**config.mk**
```make
export PLATFORM = sky130hd
export DESIGN_NAME = bch_link_sequencer
export DESIGN_NICKNAME = d
export VERILOG_FILES = /design/src/rtl/bch_link_sequencer.sv
export SDC_FILE = /design/constraint.sdc
export NUM_CORES = 1
export LEC_CHECK = 0
export BUFFER_PORTS_ARGS = -buffer_cell sky130_fd_sc_hd__buf_2
export CORE_MARGIN = 3
export CORE_UTILIZATION = 46
export DETAILED_ROUTE_END_ITERATION = 16
export GPL_TIMING_DRIVEN = 0
export PLACE_DENSITY_LB_ADDON = 0.25
export SETUP_SLACK_MARGIN = 0.1
export SLEW_MARGIN = 20
export SYNTH_ARGS = -nofsm -noshare
export SYNTH_HDL_FRONTEND = slang
export SYNTH_SLANG_ARGS = --single-unit
```
**constraint.sdc**
```tcl
create_clock -name clk -period 2 [get_ports clk]
set_input_delay 0.4 -clock clk [delete_from_list [all_inputs] [get_ports clk]]
set_output_delay 0.4 -clock clk [all_outputs]
set_load 0.05 [all_outputs]
```
**src/rtl/bch_link_sequencer.sv**
```systemverilog
// Frame sequencer for the BCH link datapath: walks encode -> noise -> errors -> decode,
// skips disabled stages, times out stalled stages and reports completion or fault.
module bch_link_sequencer #(
    parameter int TIMEOUT_CYCLES = 4096,
    parameter int CNT_W          = 16
) (
    input  logic             clk,
    input  logic             rst,
    input  logic             start,
    input  logic             abort,
    input  logic             cfg_bch_en,
    input  logic             cfg_noise_en,
    input  logic             cfg_err_en,
    input  logic [7:0]       cfg_num_errors,
    output logic             enc_start,
    input  logic             enc_done,
    output logic             noise_start,
    input  logic             noise_done,
    output logic             err_start,
    output logic [7:0]       err_count,
    input  logic             err_done,
    output logic             dec_start,
    input  logic             dec_done,
    output logic             busy,
    output logic             done,
    output logic             fault,
    output logic [2:0]       fault_stage,
    output logic [2:0]       state_o,
    output logic [CNT_W-1:0] frame_cycles
);

    typedef enum logic [2:0] {
        ST_IDLE     = 3'd0,
        ST_ENCODE   = 3'd1,
        ST_NOISE    = 3'd2,
        ST_ERRORS   = 3'd3,
        ST_DECODE   = 3'd4,
        ST_FINISHED = 3'd5,
        ST_FAULT    = 3'd6
    } state_t;

    localparam logic [CNT_W-1:0] CNT_ZERO = {CNT_W{1'b0}};
    localparam logic [CNT_W-1:0] CNT_ONE  = {{(CNT_W-1){1'b0}}, 1'b1};
    localparam logic [CNT_W-1:0] CNT_MAX  = {CNT_W{1'b1}};
    localparam logic [CNT_W-1:0] TO_LAST  = CNT_W'(TIMEOUT_CYCLES - 32'sd1);

    state_t           state_r;
    state_t           state_nx_s;
    logic             bch_en_r;
    logic             noise_en_r;
    logic             err_en_r;
    logic [CNT_W-1:0] tcnt_r;
    logic             accept_s;
    logic             stage_done_s;
    logic             timeout_s;

    // First enabled stage after cur; decode shares the bch enable with encode.
    function automatic state_t next_stage(input state_t cur, input logic bch,
                                          input logic noise, input logic err);
        state_t nx;
        nx = ST_FINISHED;
        case (cur)
            ST_IDLE: begin
                if (bch)        nx = ST_ENCODE;
                else if (noise) nx = ST_NOISE;
                else if (err)   nx = ST_ERRORS;
                else            nx = ST_FINISHED;
            end
            ST_ENCODE: begin
                if (noise)      nx = ST_NOISE;
                else if (err)   nx = ST_ERRORS;
                else if (bch)   nx = ST_DECODE;
                else            nx = ST_FINISHED;
            end
            ST_NOISE: begin
                if (err)        nx = ST_ERRORS;
                else if (bch)   nx = ST_DECODE;
                else            nx = ST_FINISHED;
            end
            ST_ERRORS: begin
                if (bch)        nx = ST_DECODE;
                else            nx = ST_FINISHED;
            end
            default: nx = ST_FINISHED;
        endcase
        return nx;
    endfunction

    assign state_o = state_r;

    // Next-state decode; tcnt_r == 0 marks a stage's first cycle, whose done is ignored.
    always_comb begin
        state_nx_s   = state_r;
        accept_s     = 1'b0;
        stage_done_s = 1'b0;
        case (state_r)
            ST_ENCODE: stage_done_s = enc_done;
            ST_NOISE:  stage_done_s = noise_done;
            ST_ERRORS: stage_done_s = err_done;
            ST_DECODE: stage_done_s = dec_done;
            default:   stage_done_s = 1'b0;
        endcase
        timeout_s = (tcnt_r == TO_LAST);
        if (abort) begin
            state_nx_s = ST_IDLE;
        end else begin
            case (state_r)
                ST_IDLE: begin
                    if (start) begin
                        accept_s   = 1'b1;
                        state_nx_s = next_stage(ST_IDLE, cfg_bch_en, cfg_noise_en, cfg_err_en);
                    end else begin
                        state_nx_s = ST_IDLE;
                    end
                end
                ST_ENCODE, ST_NOISE, ST_ERRORS, ST_DECODE: begin
                    if (stage_done_s && (tcnt_r != CNT_ZERO)) begin
                        state_nx_s = next_stage(state_r, bch_en_r, noise_en_r, err_en_r);
                    end else if (timeout_s) begin
                        state_nx_s = ST_FAULT;
                    end else begin
                        state_nx_s = state_r;
                    end
                end
                default: state_nx_s = ST_IDLE;
            endcase
        end
    end

    // State, counters, config latches and registered outputs.
    always_ff @(posedge clk) begin
        if (rst) begin
            state_r      <= ST_IDLE;
            tcnt_r       <= CNT_ZERO;
            bch_en_r     <= 1'b0;
            noise_en_r   <= 1'b0;
            err_en_r     <= 1'b0;
            err_count    <= 8'd0;
            enc_start    <= 1'b0;
            noise_start  <= 1'b0;
            err_start    <= 1'b0;
            dec_start    <= 1'b0;
            busy         <= 1'b0;
            done         <= 1'b0;
            fault        <= 1'b0;
            fault_stage  <= 3'd0;
            frame_cycles <= CNT_ZERO;
        end else begin
            state_r     <= state_nx_s;
            tcnt_r      <= (state_nx_s != state_r) ? CNT_ZERO : tcnt_r + CNT_ONE;
            enc_start   <= (state_nx_s == ST_ENCODE) && (state_r != ST_ENCODE);
            noise_start <= (state_nx_s == ST_NOISE)  && (state_r != ST_NOISE);
            err_start   <= (state_nx_s == ST_ERRORS) && (state_r != ST_ERRORS);
            dec_start   <= (state_nx_s == ST_DECODE) && (state_r != ST_DECODE);
            busy        <= (state_nx_s != ST_IDLE);
            // done trails the FINISHED cycle by one register stage
            done        <= (state_r == ST_FINISHED) && !abort;
            if (accept_s) begin
                bch_en_r     <= cfg_bch_en;
                noise_en_r   <= cfg_noise_en;
                err_en_r     <= cfg_err_en;
                err_count    <= cfg_num_errors;
                fault        <= 1'b0;
                fault_stage  <= 3'd0;
                frame_cycles <= CNT_ZERO;
            end else begin
                if ((state_nx_s == ST_FAULT) && (state_r != ST_FAULT)) begin
                    fault       <= 1'b1;
                    fault_stage <= state_r;
                end
                if ((state_r != ST_IDLE) && (frame_cycles != CNT_MAX)) begin
                    frame_cycles <= frame_cycles + CNT_ONE;
                end
            end
        end
    end

endmodule

```
* Word-level counts from Yosys, hierarchy flattened
Cells that the tools add are included.
** Storage, ports and cells
- Flip-flop bits (word level) :: 56
- Input bits :: 19
** Cells by class
- Add/subtract/negate cells :: 2
- Equal/unequal tests :: 18
- Multiplexer cells :: 16
- Reductions and logical operators :: 16
** Operators with widths (count)
- $add A16 B1 Y16 const B :: 2
- $mux W3 :: 9
- $eq A16 B12 Y1 const B :: 1
- $ne A16 B16 Y1 const B :: 1
- $reduce_bool A16 Y1 :: 1
- $eq A3 B2 Y1 const B :: 4
- $eq A3 B3 Y1 const B :: 4
- $pmux W3 S3 :: 1
- $logic_and A1 B1 Y1 :: 8
- $eq A3 B1 Y1 const B :: 2
- $ne A3 B2 Y1 const B :: 2
- $ne A3 B3 Y1 const B :: 2
- $pmux W3 S2 :: 1
- $reduce_bool A3 Y1 :: 2
- $mux W1 :: 4
- $pmux W1 S4 :: 1
- $reduce_or A2 Y1 :: 2
- $reduce_or A4 Y1 :: 1
- $logic_not A3 Y1 :: 1
- $ne A3 B1 Y1 const B :: 1
- $ne A3 B3 Y1 :: 1
- $logic_not A1 Y1 :: 1

* Logic depth before layout (Yosys ltp)
- Depth after elaboration :: 9
- Gate-level depth with buffers :: 9

* Worst setup path after synthesis
Ideal clock, no wire load.
- Path kind :: register to register
- Start :: reg state_r[1] (netlist: state_o[1])
- End :: reg tcnt_r[7]
- Library setup time :: 0.120 ns
- Data arrival time :: 2.461 ns
- Path slack :: -0.582 ns
- Cell stages (with the launch flop) :: 9
- Path buffers :: 2
- Clock period less this slack :: 2.582 ns
- Path through :: dfxtp_1 buf_6 mux2_4 a211o_1 nand2_2 mux2_2 a21oi_2 buf_4 nor4_1
** Between the ends
- Cells in the longest elaborated chain, start to end :: 8
- Elaborated cells between the ends (all ways) :: 15
** RTL lines
- start, declared :: RTL line 47 : state_t state_r;
- start signal, assigned :: RTL line 149 : state_r <= state_nx_s;
- $eq A3 B3 Y1 (tied with other cells) :: RTL line 96, 107
- $pmux W1 S4 :: RTL line 96 : case (state_r)
- $logic_and A1 B1 Y1 :: RTL line 117 : if (stage_done_s && (tcnt_r != CNT_ZERO)) begin
- $mux W3 :: RTL line 117
- $pmux W3 S2 :: RTL line 107 : case (state_r)
- $mux W3 :: RTL line 104 : if (abort) begin
- $ne A3 B3 Y1 * :: RTL line 150 : tcnt_r <= (state_nx_s != state_r) ? CNT_ZERO : tcnt_r + CNT_ONE;
- $reduce_or A2 Y1 (no line) *
- end signal, assigned :: RTL line 150
- end, declared :: RTL line 52 : logic [CNT_W-1:0] tcnt_r;
Every way passes the cells marked *; elsewhere a longest branch is shown, timed or not.
A chain may end at the register's enable or synchronous reset.

* Worst setup path in the final report
- Start :: reg state_r[0] (netlist: state_o[0])
- End :: reg err_start
** Between the ends
- Cells in the longest elaborated chain, start to end :: 8
- Elaborated cells between the ends (all ways) :: 16
** RTL lines
- $eq A3 B3 Y1 (tied with other cells) :: RTL line 96, 107
- $pmux W1 S4 :: RTL line 96
- $logic_and A1 B1 Y1 :: RTL line 117
- $mux W3 :: RTL line 117
- $pmux W3 S2 :: RTL line 107
- $mux W3 :: RTL line 104
- $eq A3 B2 Y1 :: RTL line 153 : err_start <= (state_nx_s == ST_ERRORS) && (state_r != ST_ERRORS);
- $logic_and A1 B1 Y1 * :: RTL line 153
- end signal, assigned :: RTL line 153
- end, declared :: RTL line 19 : output logic err_start,
Marked as above.

==> summary.log <==
qor: layout.area.growth.synth_to_final 34.7%
qor: layout.drive_gt1_frac 0.414
qor: timing.maxClockFrequency 456 MHz
qor: setup_path.worst-path-max-fanout 8
qor: timing.max_slew_violation_count 0
qor: layout.antenna_cells 0
qor: die.starting_utilization_of_the_core_area 0.492
qor: route.drtIter0Drc 183
qor: timing.final_period_minus_worst_setup_slack 2200 ps
qor: synthesis.mappedNetlistNets 336
qor: run_status.violated_checks setup timing
qor: pwr.power.share.clock 0.284
qor: flow_run.cap_violations 0
qor: cts.cts_sinks 56
qor: layout.final-seq-area 1150 sq um
qor: placed_design.post_place_worst_slack -610 ps
qor: cts.cts_root_buffer sky130_fd_sc_hd__clkbuf_8
qor: die.dieArea 7080 sq um
qor: setup_path.timing.critical_path.required 2250 ps
qor: setup_path.critical_path.n_buffers_inverters 2
qor: route.postRouteWirelength 7410 microns
qor: synthesis.postSynthRegisterBits 56
qor: hold_path.hold_start cfg_num_errors[3]
qor: hold_path.min_delay_worst_endpoint err_count[3]
qor: route.drtAntennaViolNets 0
qor: cts.numCtsBuffers 5
qor: layout.num-nets-final 422
qor: pwr.switching_share 0.287
qor: pwr.p_switching 0.000618 W
qor: route.detail_route.vias_per_cell 5.69
qor: setup_path.critical_path.reg2reg.startpoint state_o[0]
qor: synthesis.yosys.area.top_type sky130_fd_sc_hd__dfxtp_1
qor: layout.layoutNonFillerInstCount 473
qor: layout.final.fill_count 446
qor: setup_path.criticalPathCategory reg2reg
qor: setup_path.worst-r2r-setup-slack -200 ps
qor: grt.grt_max_degree 18
qor: setup_path.startpoint state_o[0]
qor: layout.mostFrequentLayoutCell sky130_fd_sc_hd__buf_2
qor: setup_path.worst_setup_path_start_kind flop
qor: grt.antenna_found_initial 0
qor: route.avgRoutedWirePerCell 15.7 microns
qor: pwr.internal_power 0.00154 W
qor: synthesis.syn_avg_cell_area 8.95 sq um
qor: timing.worst_slew_margin_rel 0.618
qor: synthesis.syn_area 2810 sq um
qor: pwr.p_total 0.00215 W
qor: route.first_pass_iters 4
qor: grt.global_route_wire_length_before_repair 11800 microns
qor: grt.global_route_overflow 0
qor: setup_path.max_stage_delay 560 ps
qor: pwr.power.static_leakage 1.52 nW
qor: cts.clk-insertion-delay-late 310 ps
qor: route.drc 0
qor: grt.vias_in_the_first_global_route 2543
qor: pwr.peakVddDrop 329 uV
qor: timing.max_slew.worst_pin.slew 573 ps
qor: grt.grt_use_total 0.198
qor: setup_path.crit_chain or4b_4 > nor4_4 > buf_4 > nor4_4 > or2_0 > buf_4 > and4b_1
qor: route.dr_total_vias 2692
qor: synthesis.async_flop_share 0
qor: synthesis.synthDistinctLibCells 62
qor: die.io_pins 56
qor: layout.layout.cells.most_common_list sky130_fd_sc_hd__buf_2 (55), sky130_fd_sc_hd__dfxtp_1 (44), sky130_fd_sc_hd__nand2_1 (36)
qor: pwr.power-per-cell-area 569 nW/um^2
qor: cts.clock_path_buffers 2
qor: setup_path.worst_r2r_path_depth 7
qor: placed_design.place.detailed.hpwl 4760 microns
qor: timing.timing.clock.skew 12.9 ps
qor: layout.multi_input_comb_area 1830 sq um
qor: cts.cts_tree built
qor: cts.cts-htree-levels 2
qor: die.row_count 27
qor: synthesis.syn_inst 314
qor: pwr.power_frac_seq 0.535
qor: synthesis.synth_edf_count 0
qor: pwr.combPwrFrac 0.180
qor: timing.finalHoldViolations 0
qor: placed_design.port_buffers 54
qor: run_status.outcome complete, but fails checks
qor: hold_path.timing.hold.worst.class in2reg
qor: timing.fin_crit_sh 1.10
qor: synthesis.synth_seq_area_share 0.399
qor: setup_path.critPathArrivalTime 2450 ps
qor: die.design.core.area 5710 sq um
qor: timing.setup_ws -195 ps
qor: setup_path.rr_endpoint err_start
qor: setup_path.crit_path_top_delay_cell sky130_fd_sc_hd__or4b_4
qor: placed_design.dpl.cell_count 440
qor: synthesis.post-synth-top-area-fraction 0.399
qor: die.die_w 84.1 microns
qor: synthesis.yosysWarnings 0
qor: timing.final-setup-viol-count 26
qor: timing.worst_hold_slack 313 ps
qor: cts.path_clk_slew 100 ps
qor: synthesis.synthFlopType sky130_fd_sc_hd__dfxtp_1
qor: synthesis.synth_top_cells_by_area sky130_fd_sc_hd__dfxtp_1 (40%), sky130_fd_sc_hd__xor2_1 (6.2%), sky130_fd_sc_hd__nand2_1 (4.8%), sky130_fd_sc_hd__nor4_2 (3.6%), sky130_fd_sc_hd__nor2_1 (3.5%)
qor: cts.ctsHoldBuffers 0
qor: setup_path.critPathTopFamily simple AND/OR/NAND/NOR gates
qor: die.fp.dieH 84.1 microns
qor: timing.unrepaired_setup_endpoints_after_global_routing true
qor: hold_path.timing.hold.worst_path_depth 3
qor: placed_design.gp_congestion 0.911
qor: setup_path.critical_path_endpoint_category flop
[synthesized netlist by cell type (2+ instances only)]
master	n
sky130_fd_sc_hd__xnor2_1	8
sky130_fd_sc_hd__and4_1	6
sky130_fd_sc_hd__nand2_2	2
sky130_fd_sc_hd__o21ai_0	6
sky130_fd_sc_hd__and3_1	7
sky130_fd_sc_hd__a211o_1	2
sky130_fd_sc_hd__nand2_1	36
sky130_fd_sc_hd__nor4_2	8
sky130_fd_sc_hd__nand2b_1	2
sky130_fd_sc_hd__clkbuf_1	8
sky130_fd_sc_hd__nor2_1	26
sky130_fd_sc_hd__nand4_1	9
sky130_fd_sc_hd__mux2i_1	2
sky130_fd_sc_hd__ha_1	3
sky130_fd_sc_hd__buf_2	4
sky130_fd_sc_hd__inv_1	7
sky130_fd_sc_hd__xor2_1	20
sky130_fd_sc_hd__nor3_1	7
sky130_fd_sc_hd__buf_4	3
sky130_fd_sc_hd__a21oi_1	18
sky130_fd_sc_hd__and4bb_2	2
sky130_fd_sc_hd__nor4_1	13
sky130_fd_sc_hd__and2_1	3
sky130_fd_sc_hd__a211oi_2	3
sky130_fd_sc_hd__nand3_1	15
sky130_fd_sc_hd__dfxtp_1	56
sky130_fd_sc_hd__nor3b_1	2
sky130_fd_sc_hd__o31ai_1	2
[metal layers]
layer  up-vias  share of wire  GRT usage
li1       1309              -          -
met1      1280           0.44      0.258
met2        89           0.49      0.335
met3        14          0.052     0.0393
met4         0          0.018     0.0526
met5         -              0          0
[through the flow]
step                      utilization  area (sq um)  TNS (ps)
after global placement          0.567          3240    -13670
after detailed placement        0.567          3240    -14180
final                           0.663          3780     -4090
after global routing            0.663          3780     -6000
after CTS                       0.627          3580     -4490
after floorplan                     -          2880     -3930
[layout make-up]
| type | instances | share of cell area |
|---|---|---|
| buffer | 15 | 0.0288 |
| clock buffer | 6 | 0.0192 |
| clock inverter | 2 | 0.00430 |
| inverter | 8 | 0.00793 |
| multi-input combinational | 234 | 0.484 |
| sequential | 56 | 0.304 |
| tap | 72 | 0.0238 |
| timing repair buffer | 80 | 0.128 |
[worst reg2reg max path, cell delays in order, from the launching register on]
cell and delay, ps:
sky130_fd_sc_hd__dfxtp_4 390, sky130_fd_sc_hd__or4b_4 560, sky130_fd_sc_hd__nor4_4 330, sky130_fd_sc_hd__buf_4 190
sky130_fd_sc_hd__nor4_4 50, sky130_fd_sc_hd__or2_0 200, sky130_fd_sc_hd__buf_4 160, sky130_fd_sc_hd__and4b_1 260
[worst max-delay path by stage]
| stage | endpoint | slack [ps] | cells after the start |
|---|---|---|---|
| 3_5_place_dp | frame_cycles[14] | -610 | 7 |
| 2_1_floorplan | tcnt_r[1] | -180 | 8 |
| 4_1_cts | err_start | -210 | 8 |
| 5_1_grt | tcnt_r[5] | -290 | 8 |
| 3_3_place_gp | frame_cycles[1] | -550 | 7 |
| 6_report | err_start | -200 | 7 |
[logic make-up after synthesis]
family	count (synthesis)	synth area share
compound gates	50	0.133
xor+xnor	28	0.0873
fa+ha+maj	3	0.0134
buf+inv	24	0.0405
flops	56	0.399
mux	5	0.0214
simple gates	148	0.306
[power by group through the flow]
| stage | registers, W | logic [W] | clock network [W] |
|---|---|---|---|
| after floorplan | 0.00123 | 0.000157 | 0 |
| after global placement | 0.00118 | 0.000281 | 0 |
| after detailed placement | 0.00118 | 0.000282 | 0 |
| after CTS | 0.00115 | 0.000326 | 0.000633 |
| after global routing | 0.00116 | 0.000414 | 0.000680 |
| final | 0.00115 | 0.000388 | 0.000613 |
[flip-flops by register name, indices dropped and copies added (netlist names), 3 cells and up]
signal	count
state_o	3
err_count	8
fault_stage	3
frame_cycles	16
tcnt_r	16
[timing repair]
action                     CTS  global route
setup buffers               20             7
gates resized for setup     25            39
pin swaps                   19            14
setup endpoints to repair   53            41
(Power assumes the default switching activity.)
